==> src/rtl/fetch_pipe.sv <==
// Instruction-fetch stage with IF/ID pipeline register for the pipelined LEGv8 datapath.
// Owns the PC, talks to a variable-latency instruction memory and buffers one word while decode stalls.
module fetch_pipe #(
    parameter int              N        = 64,
    parameter logic [N-1:0]    RESET_PC = '0
) (
    input  logic          clk,
    input  logic          reset,
    input  logic          PCSrc_M,
    input  logic [N-1:0]  PCBranch_M,
    input  logic          stall_D,
    output logic          imem_req,
    output logic [N-1:0]  imem_addr,
    input  logic [31:0]   imem_rdata,
    input  logic          imem_ready,
    output logic [31:0]   instr_D,
    output logic [N-1:0]  PC_D,
    output logic          valid_D
);

    typedef enum logic [1:0] {IDLE, REQ, KILL} state_t;

    state_t         state, state_n;
    logic [N-1:0]   pc_f, pc_n;
    logic [N-1:0]   redirect_pc, redirect_n;
    logic           hold_valid, hold_valid_n;
    logic [31:0]    hold_instr, hold_instr_n;
    logic [N-1:0]   hold_pc, hold_pc_n;
    logic [31:0]    instr_n;
    logic [N-1:0]   pcd_n;
    logic           valid_n;
    logic [N-1:0]   br_tgt;

    assign br_tgt    = {PCBranch_M[N-1:2], 2'b00};
    assign imem_addr = pc_f;
    // A captured word in the hold buffer blocks new requests until decode drains it.
    assign imem_req  = ((state == REQ) && !hold_valid) || (state == KILL);

    always_ff @(posedge clk or negedge reset) begin
        if (!reset) begin
            state       <= IDLE;
            pc_f        <= RESET_PC;
            redirect_pc <= '0;
            hold_valid  <= 1'b0;
            hold_instr  <= '0;
            hold_pc     <= '0;
            instr_D     <= '0;
            PC_D        <= '0;
            valid_D     <= 1'b0;
        end else begin
            state       <= state_n;
            pc_f        <= pc_n;
            redirect_pc <= redirect_n;
            hold_valid  <= hold_valid_n;
            hold_instr  <= hold_instr_n;
            hold_pc     <= hold_pc_n;
            instr_D     <= instr_n;
            PC_D        <= pcd_n;
            valid_D     <= valid_n;
        end
    end

    always_comb begin
        state_n      = state;
        pc_n         = pc_f;
        redirect_n   = redirect_pc;
        hold_valid_n = hold_valid;
        hold_instr_n = hold_instr;
        hold_pc_n    = hold_pc;
        instr_n      = instr_D;
        pcd_n        = PC_D;
        valid_n      = valid_D;

        case (state)
            IDLE: begin
                state_n = REQ;
                if (PCSrc_M) begin
                    pc_n         = br_tgt;
                    instr_n      = '0;
                    valid_n      = 1'b0;
                    hold_valid_n = 1'b0;
                end
            end
            REQ: begin
                if (PCSrc_M) begin
                    instr_n      = '0;
                    valid_n      = 1'b0;
                    hold_valid_n = 1'b0;
                    // An in-flight request must finish before the target can be issued.
                    if (!hold_valid && !imem_ready) begin
                        redirect_n = br_tgt;
                        state_n    = KILL;
                    end else begin
                        pc_n = br_tgt;
                    end
                end else if (hold_valid) begin
                    if (!stall_D) begin
                        instr_n      = hold_instr;
                        pcd_n        = hold_pc;
                        valid_n      = 1'b1;
                        hold_valid_n = 1'b0;
                    end
                end else if (imem_ready) begin
                    pc_n = pc_f + N'(4);
                    if (stall_D) begin
                        hold_instr_n = imem_rdata;
                        hold_pc_n    = pc_f;
                        hold_valid_n = 1'b1;
                    end else begin
                        instr_n = imem_rdata;
                        pcd_n   = pc_f;
                        valid_n = 1'b1;
                    end
                end else if (!stall_D) begin
                    instr_n = '0;
                    pcd_n   = pc_f;
                    valid_n = 1'b0;
                end
            end
            KILL: begin
                instr_n      = '0;
                valid_n      = 1'b0;
                hold_valid_n = 1'b0;
                if (PCSrc_M) begin
                    redirect_n = br_tgt;
                end
                if (imem_ready) begin
                    pc_n    = PCSrc_M ? br_tgt : redirect_pc;
                    state_n = REQ;
                end
            end
            default: state_n = IDLE;
        endcase
    end

endmodule

==> config.mk <==
export PLATFORM = sky130hd
export DESIGN_NAME = fetch_pipe
export DESIGN_NICKNAME = d
export VERILOG_FILES = /design/src/rtl/fetch_pipe.sv
export SDC_FILE = /design/constraint.sdc
export NUM_CORES = 1
export LEC_CHECK = 0
export CAP_MARGIN = 20
export CORE_UTILIZATION = 57
export CTS_CLUSTER_DIAMETER = 150
export CTS_CLUSTER_SIZE = 12
export DETAILED_ROUTE_END_ITERATION = 12
export PLACE_DENSITY = 0.85
export SYNTH_ARGS = -nofsm -noshare
export SYNTH_HDL_FRONTEND = slang
export SYNTH_SLANG_ARGS = --single-unit
==> constraint.sdc <==
create_clock -name clk -period 4.6 [get_ports clk]
set_clock_uncertainty 0.05 [all_clocks]
set_input_delay 0.92 -clock clk [delete_from_list [all_inputs] [get_ports clk]]
set_output_delay 0.92 -clock clk [all_outputs]
set_load 0.01 [all_outputs]
==> impl_metrics.sql, run 1 <==
INSERT INTO impl_metrics (metric_group, metric, value, unit) VALUES
('drt', 'first_pass_iters', '6', ''),
('drt', 'drc', '0', ''),
('logic_synthesis', 'yosys.area_share.adder', '0.00392', ''),
('die', 'floorplan.initialDensity', '0.586', ''),
('logic_synthesis', 'synth-async-reset-ratio', '1.00', ''),
('logic_synthesis', 'post_synth_num_cell_types', '69', ''),
('cts', 'sink_count_of_the_clock_tree', '324', ''),
('drt', 'wire_per_inst', '22.0', 'um'),
('logic_synthesis', 'synthMuxAreaShare', '0.164', ''),
('drt', 'route.detailed.vias_per_inst', '6.51', ''),
('logic_synthesis', 'number_of_synthesized_register_bits', '324', ''),
('run_status', 'run_status', 'finished, final reports clean', ''),
('place', 'gp_congestion', '0.895', ''),
('global_routing', 'overflow', '0', ''),
('drt', 'drt-total-wl', '46.3', 'mm'),
('power_and_ir_drop', 'cellInternalPower', '8.53', 'mW'),
('setup_path', 'worst_setup_path_startpoint', 'state[1]', ''),
('logic_synthesis', 'avgSynthCellArea', '10.4', 'um^2'),
('cts', 'root_buffer', 'clkbuf_16', ''),
('power_and_ir_drop', 'share_clk_of_total_power', '0.151', ''),
('cts', 'tritoncts.num_buffers', '30', ''),
('setup_path', 'regToRegStartpoint', 'state[1]', ''),
('setup_path', 'critical_path_class', 'register to output port', ''),
('setup_path', 'worst-endpoint-arrival', '2.51', 'ns'),
('place', 'post-dp-hpwl', '31.7', 'mm'),
('sta', 'final.period_utilization', '0.756', ''),
('sta', 'setup_tns', '0', 'ns'),
('sta', 'final_max_slew_viol_count', '0', ''),
('drt', 'vias', '13700', ''),
('power_and_ir_drop', 'power_switching', '5.76', 'mW'),
('die', 'die_h', '169', 'um'),
('sta', 'worst_pin_slew', '1.13', 'ns'),
('layout', 'layout.cells.most_common', 'dfrtp_1', ''),
('global_routing', 'grt_pass1_vias', '13300', ''),
('layout', 'commonest_cells_after_routing_fill_and_taps_aside', '323 x dfrtp_1, 258 x clkdlybuf4s50_1, 171 x mux2_2, 145 x o21ai_0, 130 x nor2_1', ''),
('setup_path', 'ff2ff_setup_slack', '1.21', 'ns'),
('worst_hold_path', 'hold_path_class', 'input pin to async pin', ''),
('place', 'numPortBuffers', '260', ''),
('sta', 'slew-limit-headroom', '0.243', ''),
('drt', 'antenna_violating_nets_post_route', '0', ''),
('sta', 'maxClockFrequency', '0.288', 'GHz'),
('layout', 'total_non_filler_cell_area_in_the_finished_layout', '19600', 'um^2'),
('power_and_ir_drop', 'power_frac_seq', '0.386', ''),
('sta', 'rsz_0062_raised_after_global_routing', 'no', ''),
('die', 'design.core.area', '27300', 'um^2'),
('cts', 'cts_resized', '0', ''),
('logic_synthesis', 'synth-seq-area-share', '0.508', ''),
('cts', 'tritoncts', 'yes', ''),
('logic_synthesis', 'synth_flop_cell', 'dfrtp_1', ''),
('cts', 'clkTransAtPathRegs', '0.06', 'ns'),
('cts', 'htree_levels', '1', ''),
('layout', 'fillerInstances', '1909', ''),
('layout', 'fin_nets', '1837', ''),
('cts', 'post_cts_hold_buffer_count', '0', ''),
('power_and_ir_drop', 'static-leakage-power', '7.86', 'nW'),
('die', 'die_area', '28700', 'um^2'),
('sta', 'min_clock_period_post_route', '3.48', 'ns'),
('power_and_ir_drop', 'sw_frac_of_total', '0.403', ''),
('setup_path', 'worstPathMaxFanout', '15', ''),
('setup_path', 'critPathLaunchType', 'register', ''),
('die', 'num_rows', '60', ''),
('setup_path', 'crit_path_required_time', '3.63', 'ns'),
('power_and_ir_drop', 'power.density', '730', 'nW/um^2'),
('place', 'placed_cell_area', '18800', 'um^2'),
('cts', 'postCtsSetupBuffers', '0', ''),
('power_and_ir_drop', 'total_power', '14.3', 'mW'),
('cts', 'cts_max_path_buffers', '3', ''),
('layout', 'final-instance-count-excl-fill', '2104', ''),
('logic_synthesis', 'netlist_area', '16000', 'um^2'),
('logic_synthesis', 'synthXorXnorAreaFrac', '0.00164', ''),
('setup_path', 'endpoint_kind', 'output port', '');
==> worst max-delay path by stage <==
stage                    end  slack (ns)  cells past startpoint
2_1_floorplan  hold_instr[0]        1.92                      8
6_report            imem_req        1.12                      4
4_1_cts             imem_req        1.19                      4
3_3_place_gp   imem_addr[45]        1.31                      8
5_1_grt             imem_req        1.09                      4
3_5_place_dp   imem_addr[45]        1.22                      8
==> stage by stage <==
| step | utilization | hold WS [ns] | setup slack (ns) |
|---|---|---|---|
| after CTS | 0.718 | 0.420 | 1.19 |
| after floorplan | - | 0.403 | 1.92 |
| final | 0.718 | 0.352 | 1.12 |
| after detailed placement | 0.690 | 0.419 | 1.22 |
| after global routing | 0.718 | 0.447 | 1.09 |
| after global placement | 0.689 | 0.409 | 1.31 |
==> cell type report <==
| type | count | area [um^2] | share of cell area |
|---|---|---|---|
| Timing Repair Buffer | 289 | 2880 | 0.147 |
| Clock inverter | 1 | 16.3 | 0.000831 |
| Antenna cell | 1 | 2.50 | 0.000128 |
| Sequential cell | 324 | 8110 | 0.414 |
| Tap cell | 372 | 465 | 0.0238 |
| Multi-Input combinational cell | 1074 | 7300 | 0.373 |
| Clock buffer | 31 | 754 | 0.0385 |
| Inverter | 12 | 45.0 | 0.00230 |
==> logic make-up after synthesis <==
family	after synthesis
and+or+nand+nor	418
AOI/OAI and AO/OA	407
DFF	324
muxes	241
buffers and inverters	134
adders and majority gates	5
xor gates and xnor gates	3
==> power groups by stage <==
stage / combinational (mW) / clock (mW) / sequential (mW)
after floorplan: 3.96 / 0 / 5.22
after CTS: 6.55 / 2.19 / 5.46
final: 6.61 / 2.16 / 5.52
after global routing: 7.14 / 2.28 / 5.66
after global placement: 6.25 / 0 / 5.38
after detailed placement: 6.51 / 0 / 5.50
==> cell usage after synthesis (26+ instances only) <==
cell / instances / area share
o21ai_0: 145 / 0.045
nand2_1: 124 / 0.029
nor2_1: 132 / 0.031
a22oi_1: 39 / 0.018
a22o_1: 26 / 0.014
mux2i_1: 70 / 0.044
dfrtp_1: 324 / 0.51
nor3_1: 26 / 0.0081
a21oi_1: 97 / 0.030
clkbuf_1: 95 / 0.022
mux2_2: 171 / 0.12
nand3_1: 31 / 0.0097
==> registers in the layout (all words and copies together) (netlist names) <==
name / count
imem_addr: 64
valid_D: 1
hold_instr: 32
state: 2
PC_D: 64
redirect_pc: 64
hold_valid: 1
hold_pc: 64
instr_D: 32
==> metal layers <==
layer  routed length, um  GRT usage
met1               18700      0.456
met2               21100      0.509
met3                4390     0.0499
met4                2040      0.135
met5                   0          0
==> critical path: stages (launching register included) <==
cell and delay (ns):
dfrtp_1 0.41, inv_1 0.14, ha_1 0.58, a21o_1 0.19, clkdlybuf4s50_1 0.59
Note: power is estimated with default switching activity, not from simulation.
==> inputs of run 2 (changes only) <==
Settings changed: CORE_UTILIZATION 57 to 54, PLACE_DENSITY 0.85 to 0.81.
Clock period 4.6 ns to 3.2 ns, I/O delays scaled along.
==> run 2 against run 1 <==
Compared with the run above: non-clock buffer count grew 27; critical path depth is 1 higher; combinational power rose by 45%; clock power rose by 45%; sequential cell count unchanged; global-route usage is 3.4 points lower; utilization down 3.1 points; die area grew 5.5%; via count fell by 2.7%.
==> impl_metrics.sql, run 2 (synthesis gave the netlist of run 1 again) <==
INSERT INTO impl_metrics (metric_group, metric, value, unit) VALUES
('setup_path', 'crit_path_required_time', '2.51', 'ns'),
('global_routing', 'grt_pass1_vias', '13500', ''),
('power_and_ir_drop', 'sw_frac_of_total', '0.388', ''),
('sta', 'setup_tns', '0', 'ns'),
('worst_hold_path', 'hold_path_class', 'register to register', ''),
('setup_path', 'rr_worst_depth', '7', ''),
('die', 'die_h', '174', 'um'),
('sta', 'maxClockFrequency', '0.327', 'GHz'),
('setup_path', 'worst-endpoint-arrival', '2.37', 'ns'),
('setup_path', 'crit_end', 'imem_req', ''),
('power_and_ir_drop', 'total_power', '20.4', 'mW'),
('drt', 'wire_per_inst', '20.6', 'um'),
('power_and_ir_drop', 'share_clk_of_total_power', '0.154', ''),
('cts', 'root_buffer', 'clkbuf_16', ''),
('power_and_ir_drop', 'cellInternalPower', '12.5', 'mW'),
('layout', 'fillerInstances', '2159', ''),
('sta', 'hold_slack', '0.429', 'ns'),
('global_routing', 'overflow', '0', ''),
('layout', 'syn2layout_area_growth', '24.4', '%'),
('layout', 'commonest_cells_after_routing_fill_and_taps_aside', '323 x dfrtp_1, 258 x clkdlybuf4s50_1, 171 x mux2_2, 145 x o21ai_0, 130 x nor2_1', ''),
('power_and_ir_drop', 'max-vdd-ir-drop', '902', 'uV'),
('drt', 'first_pass_iters', '7', ''),
('setup_path', 'regToRegStartpoint', 'imem_addr[2]', ''),
('cts', 'clkTransAtPathRegs', '0.07', 'ns'),
('drt', 'antenna_violating_nets_post_route', '0', ''),
('setup_path', 'worstPathMaxFanout', '43', ''),
('drt', 'drt-total-wl', '44.1', 'mm'),
('power_and_ir_drop', 'power_frac_seq', '0.376', ''),
('die', 'ioPinCount', '263', ''),
('global_routing', 'grt_pass1_wl', '71.6', 'mm'),
('sta', 'min_clock_period_post_route', '3.06', 'ns'),
('sta', 'timing_hold_violations_final', '0', ''),
('place', 'post-dp-hpwl', '29.5', 'mm'),
('global_routing', 'groute.usage.overall', '0.292', ''),
('die', 'die_area', '30300', 'um^2'),
('drt', 'route.detailed.vias_per_inst', '6.21', ''),
('sta', 'rsz_0062_raised_after_global_routing', 'no', ''),
('die', 'die_w', '174', 'um'),
('power_and_ir_drop', 'power_switching', '7.90', 'mW'),
('run_status', 'run_status', 'finished, final reports clean', ''),
('layout', 'final-instance-count-excl-fill', '2144', ''),
('setup_path', 'rr_endpoint', 'imem_addr[52]', ''),
('cts', 'clk_latency', '0.56', 'ns'),
('run', 'drv.max_cap_violation_count', '0', ''),
('setup_path', 'endpoint_kind', 'output port', ''),
('cts', 'tritoncts', 'yes', ''),
('cts', 'sink_count_of_the_clock_tree', '324', ''),
('power_and_ir_drop', 'power.density', '1030', 'nW/um^2'),
('layout', 'fin_nets', '1864', ''),
('die', 'num_rows', '62', ''),
('setup_path', 'critical_path_class', 'register to output port', ''),
('sta', 'number_of_setup_violations_in_the_final_report', '0', ''),
('cts', 'tritoncts.num_buffers', '30', ''),
('drt', 'vias', '13300', ''),
('place', 'gp_congestion', '0.919', ''),
('setup_path', 'critPathLaunchType', 'register', ''),
('sta', 'final_max_slew_viol_count', '0', ''),
('cts', 'htree_levels', '1', ''),
('global_routing', 'grt_antenna_before_repair', '5', ''),
('setup_path', 'ff2ff_setup_slack', '0.41', 'ns'),
('drt', 'detailedRoute.firstIterationViolations', '1348', ''),
('die', 'design.core.area', '28900', 'um^2'),
('sta', 'final.period_utilization', '0.955', ''),
('setup_path', 'worst_setup_path_startpoint', 'state[0]', ''),
('cts', 'cts_max_path_buffers', '3', ''),
('power_and_ir_drop', 'share_comb_of_total_power', '0.471', ''),
('place', 'post-place-cells', '2107', ''),
('sta', 'slew-limit-headroom', '0.523', ''),
('drt', 'drc', '0', ''),
('layout', 'drive_above_1_share', '0.162', ''),
('global_routing', 'largest_net_degree_at_the_start_of_global_routing', '129', ''),
('sta', 'worst_pin_slew', '0.711', 'ns'),
('place', 'numPortBuffers', '260', ''),
('power_and_ir_drop', 'static-leakage-power', '8.03', 'nW'),
('layout', 'layout.cells.most_common', 'dfrtp_1', ''),
('layout', 'layout.core_utilization', '0.687', ''),
('die', 'floorplan.initialDensity', '0.552', '');
-- run 2: cell count changes in the layout (fill, tap and decap cells not counted), sizes merged --
cell / delta
buf: +26
clkbuf: +1
diode: +1
dlygate4sd3: +1
clkinv: -1
-- run 2: timing repair --
action                                  CTS  global route
endpoints found under the hold margin     4             0
endpoints found under the setup margin    0             1
setup buffers                             0             0
gates resized for setup                   0             1
hold buffers                              1             0
-- run 2: stage by stage --
| stage | setup slack, ns | area (um^2) |
|---|---|---|
| floorplan | 0.654 | 16000 |
| global placement | 0.234 | 19000 |
| detailed placement | 0.148 | 19000 |
| CTS | 0.0157 | 19800 |
| global route | 0.0142 | 19900 |
| finish | 0.144 | 19900 |
-- run 2: how the worst min path moves through the flow --
stage	slack (ns)	cells after the start	end	start
5_1_grt	0.45	2	instr_D[26]	instr_D[26]
2_1_floorplan	0.29	0	PC_D[0]	reset
6_report	0.43	2	instr_D[10]	instr_D[10]
4_1_cts	0.43	2	instr_D[27]	instr_D[27]
3_5_place_dp	0.42	2	instr_D[0]	instr_D[0]
3_3_place_gp	0.41	2	instr_D[4]	instr_D[4]
-- run 2: layer usage --
metal,share of wire,global-route usage,up-vias
met1,0.39,0.373,6565
met3,0.087,0.0643,120
met2,0.49,0.481,561
met5,0.00059,0,-
li1,-,-,6074
met4,0.034,0.123,4
-- run 2: layout make-up --
type,instances,area (um^2),area share
clock buffers,32,779,0.0392
multi-input cells,1074,7300,0.367
flip-flops and latches,324,8110,0.408
repair buffers,316,3160,0.159
inverters,12,45.0,0.00227
well taps,384,480,0.0242
diodes,2,5.00,0.000252
-- run 2: power by group through the flow --
stage / clock, mW / combinational [mW] / sequential (mW)
floorplan: 0 / 5.69 / 7.50
global placement: 0 / 9.18 / 7.53
detailed placement: 0 / 9.53 / 7.68
CTS: 3.20 / 9.58 / 7.62
global route: 3.33 / 10.4 / 7.90
finish: 3.13 / 9.59 / 7.65
-- run 2: worst max-delay path, stage by stage (launching register included) --
cell,delay [ns]
dfrtp_1,0.41
inv_1,0.11
ha_1,0.23
buf_6,0.34
a21o_1,0.13
clkdlybuf4s50_1,0.58
